[src/rtl/uart_pkg.sv]
// Shared UART definitions: parity encodings and the frame state machine states.
// Used by both the transmitter and the receiver.
package uart_pkg;

    localparam int PARITY_NONE = 0;
    localparam int PARITY_ODD  = 1;
    localparam int PARITY_EVEN = 2;

    typedef enum logic [2:0] {
        ST_IDLE   = 3'd0,
        ST_START  = 3'd1,
        ST_DATA   = 3'd2,
        ST_PARITY = 3'd3,
        ST_STOP   = 3'd4
    } uart_state_e;

endpackage

[src/rtl/uart_baud_gen.sv]
// Bit-period divider: raises bit_done in the last clk cycle of each bit period.
// Latency: none (bit_done is decoded from the counter); clear restarts the period at the next edge.
module uart_baud_gen #(
    parameter int CLKS_PER_BIT = 868
) (
    input  logic clk,
    input  logic rst_n,
    input  logic clear,
    output logic bit_done
);

    localparam int CW = $clog2(CLKS_PER_BIT);
    localparam logic [CW-1:0] LAST = CW'(CLKS_PER_BIT - 1);

    logic [CW-1:0] cnt_q;
    logic [CW-1:0] cnt_d;

    assign bit_done = (cnt_q == LAST);

    always_comb begin
        cnt_d = cnt_q + 1'b1;
        if (clear || bit_done) begin
            cnt_d = '0;
        end
    end

    always_ff @(posedge clk or negedge rst_n) begin
        if (!rst_n) begin
            cnt_q <= '0;
        end else begin
            cnt_q <= cnt_d;
        end
    end

endmodule

[src/rtl/uart_tx_core.sv]
// UART transmitter: start bit, LSB-first data, optional parity, 1-2 stop bits on a registered tx.
// Latency: start bit one edge after acceptance; in_ready also high in the last stop cycle for gapless streaming.
module uart_tx_core
    import uart_pkg::*;
#(
    parameter int CLKS_PER_BIT = 868,
    parameter int DATA_BITS    = 8,
    parameter int PARITY       = 0,
    parameter int STOP_BITS    = 1
) (
    input  logic                 clk,
    input  logic                 rst_n,
    input  logic                 in_valid,
    input  logic [DATA_BITS-1:0] in_data,
    output logic                 in_ready,
    output logic                 tx,
    output logic                 busy
);

    if (CLKS_PER_BIT < 2) begin : g_chk_clks
        $error("uart_tx_core: CLKS_PER_BIT must be >= 2");
    end
    if (DATA_BITS < 5 || DATA_BITS > 9) begin : g_chk_data
        $error("uart_tx_core: DATA_BITS must be 5..9");
    end
    if (PARITY < 0 || PARITY > 2) begin : g_chk_par
        $error("uart_tx_core: PARITY must be 0, 1 or 2");
    end
    if (STOP_BITS < 1 || STOP_BITS > 2) begin : g_chk_stop
        $error("uart_tx_core: STOP_BITS must be 1 or 2");
    end

    localparam int BW = $clog2(DATA_BITS + 1);
    localparam logic [BW-1:0] LAST_BIT  = BW'(DATA_BITS - 1);
    localparam logic          STOP_LAST = 1'(STOP_BITS - 1);

    uart_state_e          state_q, state_d;
    logic [BW-1:0]        bit_cnt_q, bit_cnt_d;
    logic                 stop_cnt_q, stop_cnt_d;
    logic [DATA_BITS-1:0] shift_q, shift_d;
    logic                 par_q, par_d;
    logic                 tx_q, tx_d;
    logic                 bit_done;
    logic                 last_stop;
    logic                 accept;
    logic                 clear;

    uart_baud_gen #(
        .CLKS_PER_BIT(CLKS_PER_BIT)
    ) u_baud (
        .clk     (clk),
        .rst_n   (rst_n),
        .clear   (clear),
        .bit_done(bit_done)
    );

    assign last_stop = (state_q == ST_STOP) && (stop_cnt_q == STOP_LAST) && bit_done;
    assign in_ready  = (state_q == ST_IDLE) || last_stop;
    assign accept    = in_valid && in_ready;
    // Every bit period starts from a fresh divider count.
    assign clear     = accept || (state_d != state_q);
    assign tx        = tx_q;
    assign busy      = (state_q != ST_IDLE);

    always_comb begin
        state_d    = state_q;
        bit_cnt_d  = bit_cnt_q;
        stop_cnt_d = stop_cnt_q;
        shift_d    = shift_q;
        par_d      = par_q;
        case (state_q)
            ST_IDLE: ;
            ST_START: begin
                if (bit_done) begin
                    state_d   = ST_DATA;
                    bit_cnt_d = '0;
                end
            end
            ST_DATA: begin
                if (bit_done) begin
                    if (bit_cnt_q == LAST_BIT) begin
                        state_d    = (PARITY == PARITY_NONE) ? ST_STOP : ST_PARITY;
                        stop_cnt_d = 1'b0;
                    end else begin
                        bit_cnt_d = bit_cnt_q + 1'b1;
                        shift_d   = shift_q >> 1;
                    end
                end
            end
            ST_PARITY: begin
                if (bit_done) begin
                    state_d    = ST_STOP;
                    stop_cnt_d = 1'b0;
                end
            end
            ST_STOP: begin
                if (bit_done) begin
                    if (stop_cnt_q == STOP_LAST) begin
                        state_d = ST_IDLE;
                    end else begin
                        stop_cnt_d = stop_cnt_q + 1'b1;
                    end
                end
            end
            default: state_d = ST_IDLE;
        endcase

        // Acceptance from the last stop cycle overrides the return to IDLE.
        if (accept) begin
            state_d    = ST_START;
            shift_d    = in_data;
            par_d      = (PARITY == PARITY_EVEN) ? ^in_data : ~^in_data;
            bit_cnt_d  = '0;
            stop_cnt_d = 1'b0;
        end
    end

    always_comb begin
        case (state_d)
            ST_START:  tx_d = 1'b0;
            ST_DATA:   tx_d = shift_d[0];
            ST_PARITY: tx_d = par_d;
            default:   tx_d = 1'b1;
        endcase
    end

    always_ff @(posedge clk or negedge rst_n) begin
        if (!rst_n) begin
            state_q    <= ST_IDLE;
            bit_cnt_q  <= '0;
            stop_cnt_q <= 1'b0;
            shift_q    <= '0;
            par_q      <= 1'b0;
            tx_q       <= 1'b1;
        end else begin
            state_q    <= state_d;
            bit_cnt_q  <= bit_cnt_d;
            stop_cnt_q <= stop_cnt_d;
            shift_q    <= shift_d;
            par_q      <= par_d;
            tx_q       <= tx_d;
        end
    end

endmodule

[config.mk]
export PLATFORM = sky130hd
export DESIGN_NAME = uart_tx_core
export DESIGN_NICKNAME = d
export VERILOG_FILES = /design/src/rtl/uart_pkg.sv /design/src/rtl/uart_baud_gen.sv /design/src/rtl/uart_tx_core.sv
export SDC_FILE = /design/constraint.sdc
export NUM_CORES = 1
export LEC_CHECK = 0
export BUFFER_PORTS_ARGS = -buffer_cell sky130_fd_sc_hd__buf_2
export CELL_PAD_IN_SITES_DETAIL_PLACEMENT = 0
export CELL_PAD_IN_SITES_GLOBAL_PLACEMENT = 1
export CORE_ASPECT_RATIO = 1.2
export CORE_MARGIN = 2
export CORE_UTILIZATION = 25
export DETAILED_ROUTE_END_ITERATION = 8
export GPL_ROUTABILITY_DRIVEN = 0
export PLACE_DENSITY_LB_ADDON = 0.1
export SLEW_MARGIN = 0
export SYNTH_ARGS = -nofsm -noshare
export SYNTH_HDL_FRONTEND = slang
export SYNTH_HIERARCHICAL = 1
export SYNTH_SLANG_ARGS = --single-unit
[constraint.sdc]
create_clock -name clk -period 2.9 [get_ports clk]
set_clock_uncertainty 0.15 [all_clocks]
set_input_delay 0.145 -clock clk [delete_from_list [all_inputs] [get_ports clk]]
set_output_delay 0.145 -clock clk [all_outputs]
set_load 0.02 [all_outputs]
**Yosys cells after proc, flatten, opt, wreduce, memory -nomap -nowiden**

Cells that the tools add are included.

- Register bits: 28
- Output and inout bits: 3
- Word-level logic and storage cells: 72

- Add/sub/neg operators: 3
- Equal/unequal tests: 17
- Mux-type cells: 27
- Bitwise logic cells: 1
- Reduce and logical (&&, ||, !) cells: 16

Operator list:

| operator | number |
|---|---|
| $mux W8 | 4 |
| $mux W3 | 7 |
| $ne A3 B3 Y1 const B | 6 |
| $mux W4 | 4 |
| $pmux W3 S5 | 1 |
| $eq A3 B2 Y1 const B | 4 |
| $add A10 B1 Y10 const B | 1 |
| $eq A10 B10 Y1 const B | 1 |
| $mux W10 | 1 |
| $pmux W4 S2 | 1 |
| $reduce_xnor A8 Y1 | 1 |
| $mux W1 | 7 |
| $eq A3 B1 Y1 const B | 2 |
| $pmux W1 S3 | 2 |
| $reduce_bool A3 Y1 | 2 |
| $reduce_and A5 Y1 | 1 |
| $add A4 B1 Y4 const B | 1 |
| $eq A4 B3 Y1 const B | 1 |
| $reduce_and A4 Y1 | 1 |
| $reduce_bool A2 Y1 | 2 |
| $reduce_bool A4 Y1 | 1 |
| $eq A3 B3 Y1 const B | 1 |
| $logic_and A1 B1 Y1 | 3 |
| $logic_not A3 Y1 | 1 |
| 6 further kinds | 8 |

**Depth between registers and ports, before layout**

- Depth in word-level cells: 10
- Gate-level depth with buffers: 10
- Mapped depth without buffers: 10

**Modules after synthesis**

The synthesis kept the hierarchy.

Modules (own cells, without submodules):

| module | times used | cells an instance | area each (um^2) | sequential area each (um^2) |
|---|---|---|---|---|
| uart_tx_core | 1 | 103 | 994.7 | 426.7 |
| uart_baud_gen | 1 | 52 | 514.2 | 250.2 |

**Worst setup path after synthesis**

OpenSTA, ideal clock, no wires.

- Path kind: reg2reg
- Start: register u_baud.cnt_q[3]
- End: register tx_q (netlist: tx)
- Setup time: 68 ps
- Arrival time: 2,332 ps
- Required time: 2,682 ps
- Path slack: 350 ps
- Stages on the path, launching flop included: 7
- Path buffers: 0
- Period minus slack after synthesis: 2,550 ps
- Cell sequence: dfrtp_1 or4_4 nor3_1 nand2b_1 or4b_4 a21oi_2 a2bb2oi_2

- Cells in the longest elaborated chain, start to end: 7
- Elaborated cells on any way between the ends: 18
- Classes of those cells: eq/ne: 4; mux: 11; reduce/logical: 3

RTL lines:

| element | line | RTL |
|---|---|---|
| start: declaration | uart_baud_gen.sv:15 | `logic [CW-1:0] cnt_q;` |
| start signal: assignment | uart_baud_gen.sv:31 | `cnt_q <= cnt_d;` |
| $eq A10 B10 Y1 (*) | uart_baud_gen.sv:18 | `assign bit_done = (cnt_q == LAST);` |
| net bit_done | uart_tx_core.sv:43 | `logic bit_done;` |
| branches (longest 5 deep; another with $pmux W3 S5) | - |  |
| $pmux W1 S3 (*) | uart_tx_core.sv:119 | `case (state_d)` |
| net tx_d | uart_tx_core.sv:42 | `logic tx_q, tx_d;` |
| end signal: assignment | uart_tx_core.sv:141 | `tx_q <= tx_d;` |
| end: declaration | uart_tx_core.sv:42 |  |

Mark *: on every way through the listed nets, which the timed path passes. The select of a mux whose other input is x is not followed.
A chain may end at the register's enable or synchronous reset.

**Final worst setup path**

Same ends and word-level chain as after synthesis.

==> reports/results.txt <==
The run finished with clean final reports. For this run, the detailed router's first-pass iteration total came to 4. The share of the clock period used by the worst path is 0.882, and the largest fanout on the critical path is 7. The detailed router finished its first iteration with 66 violations. The number of warnings reported in the yosys synthesis log is 6, and the average vias per placed instance is 4.75. The startpoint identified for the worst register-to-register timing path is u_baud/cnt_q[3]$_DFF_PN0_. For hold timing, the worst endpoint is shift_q[0]$_DFF_PN0_.

Traced cell by cell, the critical path runs through or4_4, nor3_1, buf_4, nand2b_1, or4b_4, a21oi_2, a2bb2oi_2. The number of clock buffers added by TritonCTS is 3. The synthesized netlist occupies a cell area of 1510 sq um.

Main flop type after synthesis: sky130_fd_sc_hd__dfrtp_1. TritonCTS built the clock tree. The H-tree level count is 1, and the delay of the slowest cell on the worst path is 580 ps. The tools report the net total in the final layout as 185. The die covers 6680 sq um.

Relative to the synthesized area, the layout overhead comes to 15.0%. The routed design uses 1380 um of met2 wire. After detailed routing, the wire length on met1 is 1630 um. The final layout contains routed wiring with a total length of 3200 um. The overall global routing resource usage is 0.111, and the worst reg2reg path depth is 7.

For the first-pass GRT wire length, the log shows 5690 um. The synthesized design contains 0 enable-type register cells. Data on the critical path arrives at its endpoint at 2630 ps.

Timing would allow up to 391 MHz. For the initial antenna violation count, the log shows 0. Once detailed placement completed, the half-perimeter wirelength came to 2280 um. The share of final-layout standard cells stronger than drive strength 1 is 0.170, and the latest clock arrival within the worst-skew pair is 280 ps.

The worst setup path is launched from a register. The critical path's top delay family was simple AND/OR/NAND/NOR gates. After detailed routing, the average wire length per cell comes to 12.6 um. Setup violations remaining at the end of the flow were counted as 0. The height of the die came out at 89.1 um.

The die outline width is 74.9 um. Dividing total power by cell area gives a power density of 366 nW/um^2. For this block, the via count after detailed routing is 1,201.

In this run the static leakage power is 0.742 nW. The effective utilization at floorplan is 0.254. The logs give 340 ps for the flop-to-flop setup slack and 2970 ps for the data required time at the worst endpoint.

Total power for the finished layout comes to 0.000636 W. The synthesized area divided by synthesized cell count came out at 9.74 sq um. The final critical path time including I/O delays and setup was 2560 ps; the number of I/O port buffers was 13.

The utilization after layout is 0.292. The floorplan step defined a core boundary enclosing 5930 sq um. The netlist uses 47 different library cells. In this run the deepest clock path goes through 2 buffers.

Entering global routing, the biggest net connects 28 pins. The sequential element share of the synthesized area was 0.449; the worst vdd rail ir drop was 143 uV. The tree built by TritonCTS fans out to 27 sinks.

The highest metal layer carrying signal wires in the routed design is met4. For the pin with the worst max-slew slack, the measured transition is 637 ps. The clock transition at the register clock pins on the worst setup and hold paths after CTS is 100 ps. The flip-flop and latch count after synthesis is 27. Max-cap violations in this run came to 0. The critical path is of the reg -> reg type.

Once layout is done, the placed cells without fillers occupy 1740 sq um. In this run the clock root is driven by a sky130_fd_sc_hd__clkbuf_8. For the count of antenna-violating nets left after detailed routing, the log shows 0.

The routed design uses 126 um of met3 wire. The endpoint identified for the worst register-to-register timing path is tx$_DFF_PN1_. The count of pins over their slew limit is 0, and the number of placement rows is 31.

Setup repair after global routing left no endpoint under its margin. The post-synth net total was 168; the worst slew margin relative to its limit was 0.575. STA classifies the critical path endpoint as a register. The final hold violation count came out at 0. Synthesis produced 155 cells. The path class of the lowest-slack min-delay path is in -> reg.

The logs give 1660 sq um for the post-detailed-placement cell area and 1,164 for the number of global-route vias before repair. The cell depth of the worst min-delay path works out to 3. 14 I/O pins were placed. For this run, design rule violations remaining after detail routing come to 0. The fraction of synthesis flops using an asynchronous set or reset pin was 1.00.

The worst hold path begins at in_data[0]. On the critical path, the stage with the largest delay is an instance of sky130_fd_sc_hd__or4_4. The worst path buffer plus inverter count came out at 1.

The repair_antennas step left the layout with diodes totalling 0. In the final timing run, aggregate negative setup slack is 0 ps. The final global-route overflow total was 0.
flip-flops by register name (all words and copies together), names as in the netlist:
register	count
u_baud/cnt_q	10
state_q	3
bit_cnt_q	4
shift_q	8
tx	1
par_q	1
worst max path at each step:
stage | from | endpoint | slack [ps] | cells after the start
6_report | u_baud/cnt_q[3]$_DFF_PN0_ | tx$_DFF_PN1_ | 340 | 7
5_1_grt | u_baud/cnt_q[2]$_DFF_PN0_ | bit_cnt_q[2]$_DFFE_PN0P_ | 80 | 7
4_1_cts | u_baud/cnt_q[3]$_DFF_PN0_ | tx$_DFF_PN1_ | 310 | 7
3_5_place_dp | u_baud/cnt_q[3]$_DFF_PN0_ | tx$_DFF_PN1_ | 330 | 7
3_3_place_gp | u_baud/cnt_q[3]$_DFF_PN0_ | tx$_DFF_PN1_ | 330 | 7
2_1_floorplan | u_baud/cnt_q[3]$_DFF_PN0_ | tx$_DFF_PN1_ | 350 | 6
kinds of logic (layout without fill, tap and decap cells):
| group | Yosys count | after routing | synth area share |
|---|---|---|---|
| buf+inv | 14 | 30 | 0.0439 |
| simple gates | 57 | 57 | 0.211 |
| fa+ha+maj | 2 | 2 | 0.0166 |
| mux | 1 | 1 | 0.00663 |
| xor+xnor | 10 | 10 | 0.0580 |
| compound gates | 44 | 44 | 0.216 |
| flops | 27 | 27 | 0.449 |
synth_stat cells (3+ instances only):
| library cell | number | area, sq um |
|---|---|---|
| sky130_fd_sc_hd__dfrtp_1 | 26 | 651 |
| sky130_fd_sc_hd__nor2_1 | 13 | 48.8 |
| sky130_fd_sc_hd__o21ai_0 | 11 | 55.1 |
| sky130_fd_sc_hd__nand2_1 | 10 | 37.5 |
| sky130_fd_sc_hd__inv_1 | 7 | 26.3 |
| sky130_fd_sc_hd__nand3_1 | 7 | 35.0 |
| sky130_fd_sc_hd__xnor2_1 | 7 | 61.3 |
| sky130_fd_sc_hd__nand2b_1 | 6 | 37.5 |
| sky130_fd_sc_hd__a21o_1 | 5 | 37.5 |
| sky130_fd_sc_hd__a21oi_1 | 5 | 25.0 |
| sky130_fd_sc_hd__a22o_1 | 5 | 43.8 |
| sky130_fd_sc_hd__buf_2 | 5 | 25.0 |
| sky130_fd_sc_hd__o31ai_1 | 4 | 30.0 |
| sky130_fd_sc_hd__or3_1 | 4 | 25.0 |
| sky130_fd_sc_hd__xor2_1 | 3 | 26.3 |
layer usage:
metal,global-route usage,vias up
li1,-,594
met1,0.159,583
met2,0.160,19
met3,0.0214,5
met4,0.0536,0
met5,0,-
cell type report:
type,count,area (sq um)
fillers,639,4200
well taps,82,103
clock inverters,1,5.00
multi-input cells,114,766
repair buffers,19,118
flip-flops and latches,27,677
clock buffers,3,41.3
inverters,7,26.3
per-stage QoR:
stage	setup WS (ps)	hold WS, ps	std cells
after detailed placement	332	63.3	246
after floorplan	350	-301	155
after global placement	331	56.8	246
after CTS	309	6.96	253
final	343	25.9	253
after global routing	80.5	47.5	253
worst register-to-register path, cell delays in order (launching register included):
cell and delay [ps]:
sky130_fd_sc_hd__dfrtp_1 430, sky130_fd_sc_hd__or4_4 580, sky130_fd_sc_hd__nor3_1 200, sky130_fd_sc_hd__buf_4 170, sky130_fd_sc_hd__nand2b_1 150, sky130_fd_sc_hd__or4b_4 530, sky130_fd_sc_hd__a21oi_2 160, sky130_fd_sc_hd__a2bb2oi_2 140
what timing repair did:
item,4_1_cts,5_1_grt
setup buffers,0,0
hold endpoints to repair,28,0
resized for setup,0,0
hold buffers,3,0
power by group:
part	internal (W)	switching (W)	total (W)
logic	0.0000178	0.0000194	0.0000373
registers	0.000376	0	0.000376
clock network	0.0000966	0.000126	0.000222
cell usage in the layout, fill, tap and decap left out, drive strengths merged, types with 3 or more instances in the layout:
cell,count
xor2,3
clkbuf,3
o31ai,5
nand2b,6
nor2,13
o21ai,12
dfrtp,26
dlygate4sd3,3
or3,4
xnor2,7
a21oi,6
a21o,6
nand2,10
buf,16
inv,7
nand3,7
a22o,5
Note: power is estimated with default switching activity, not from simulation.
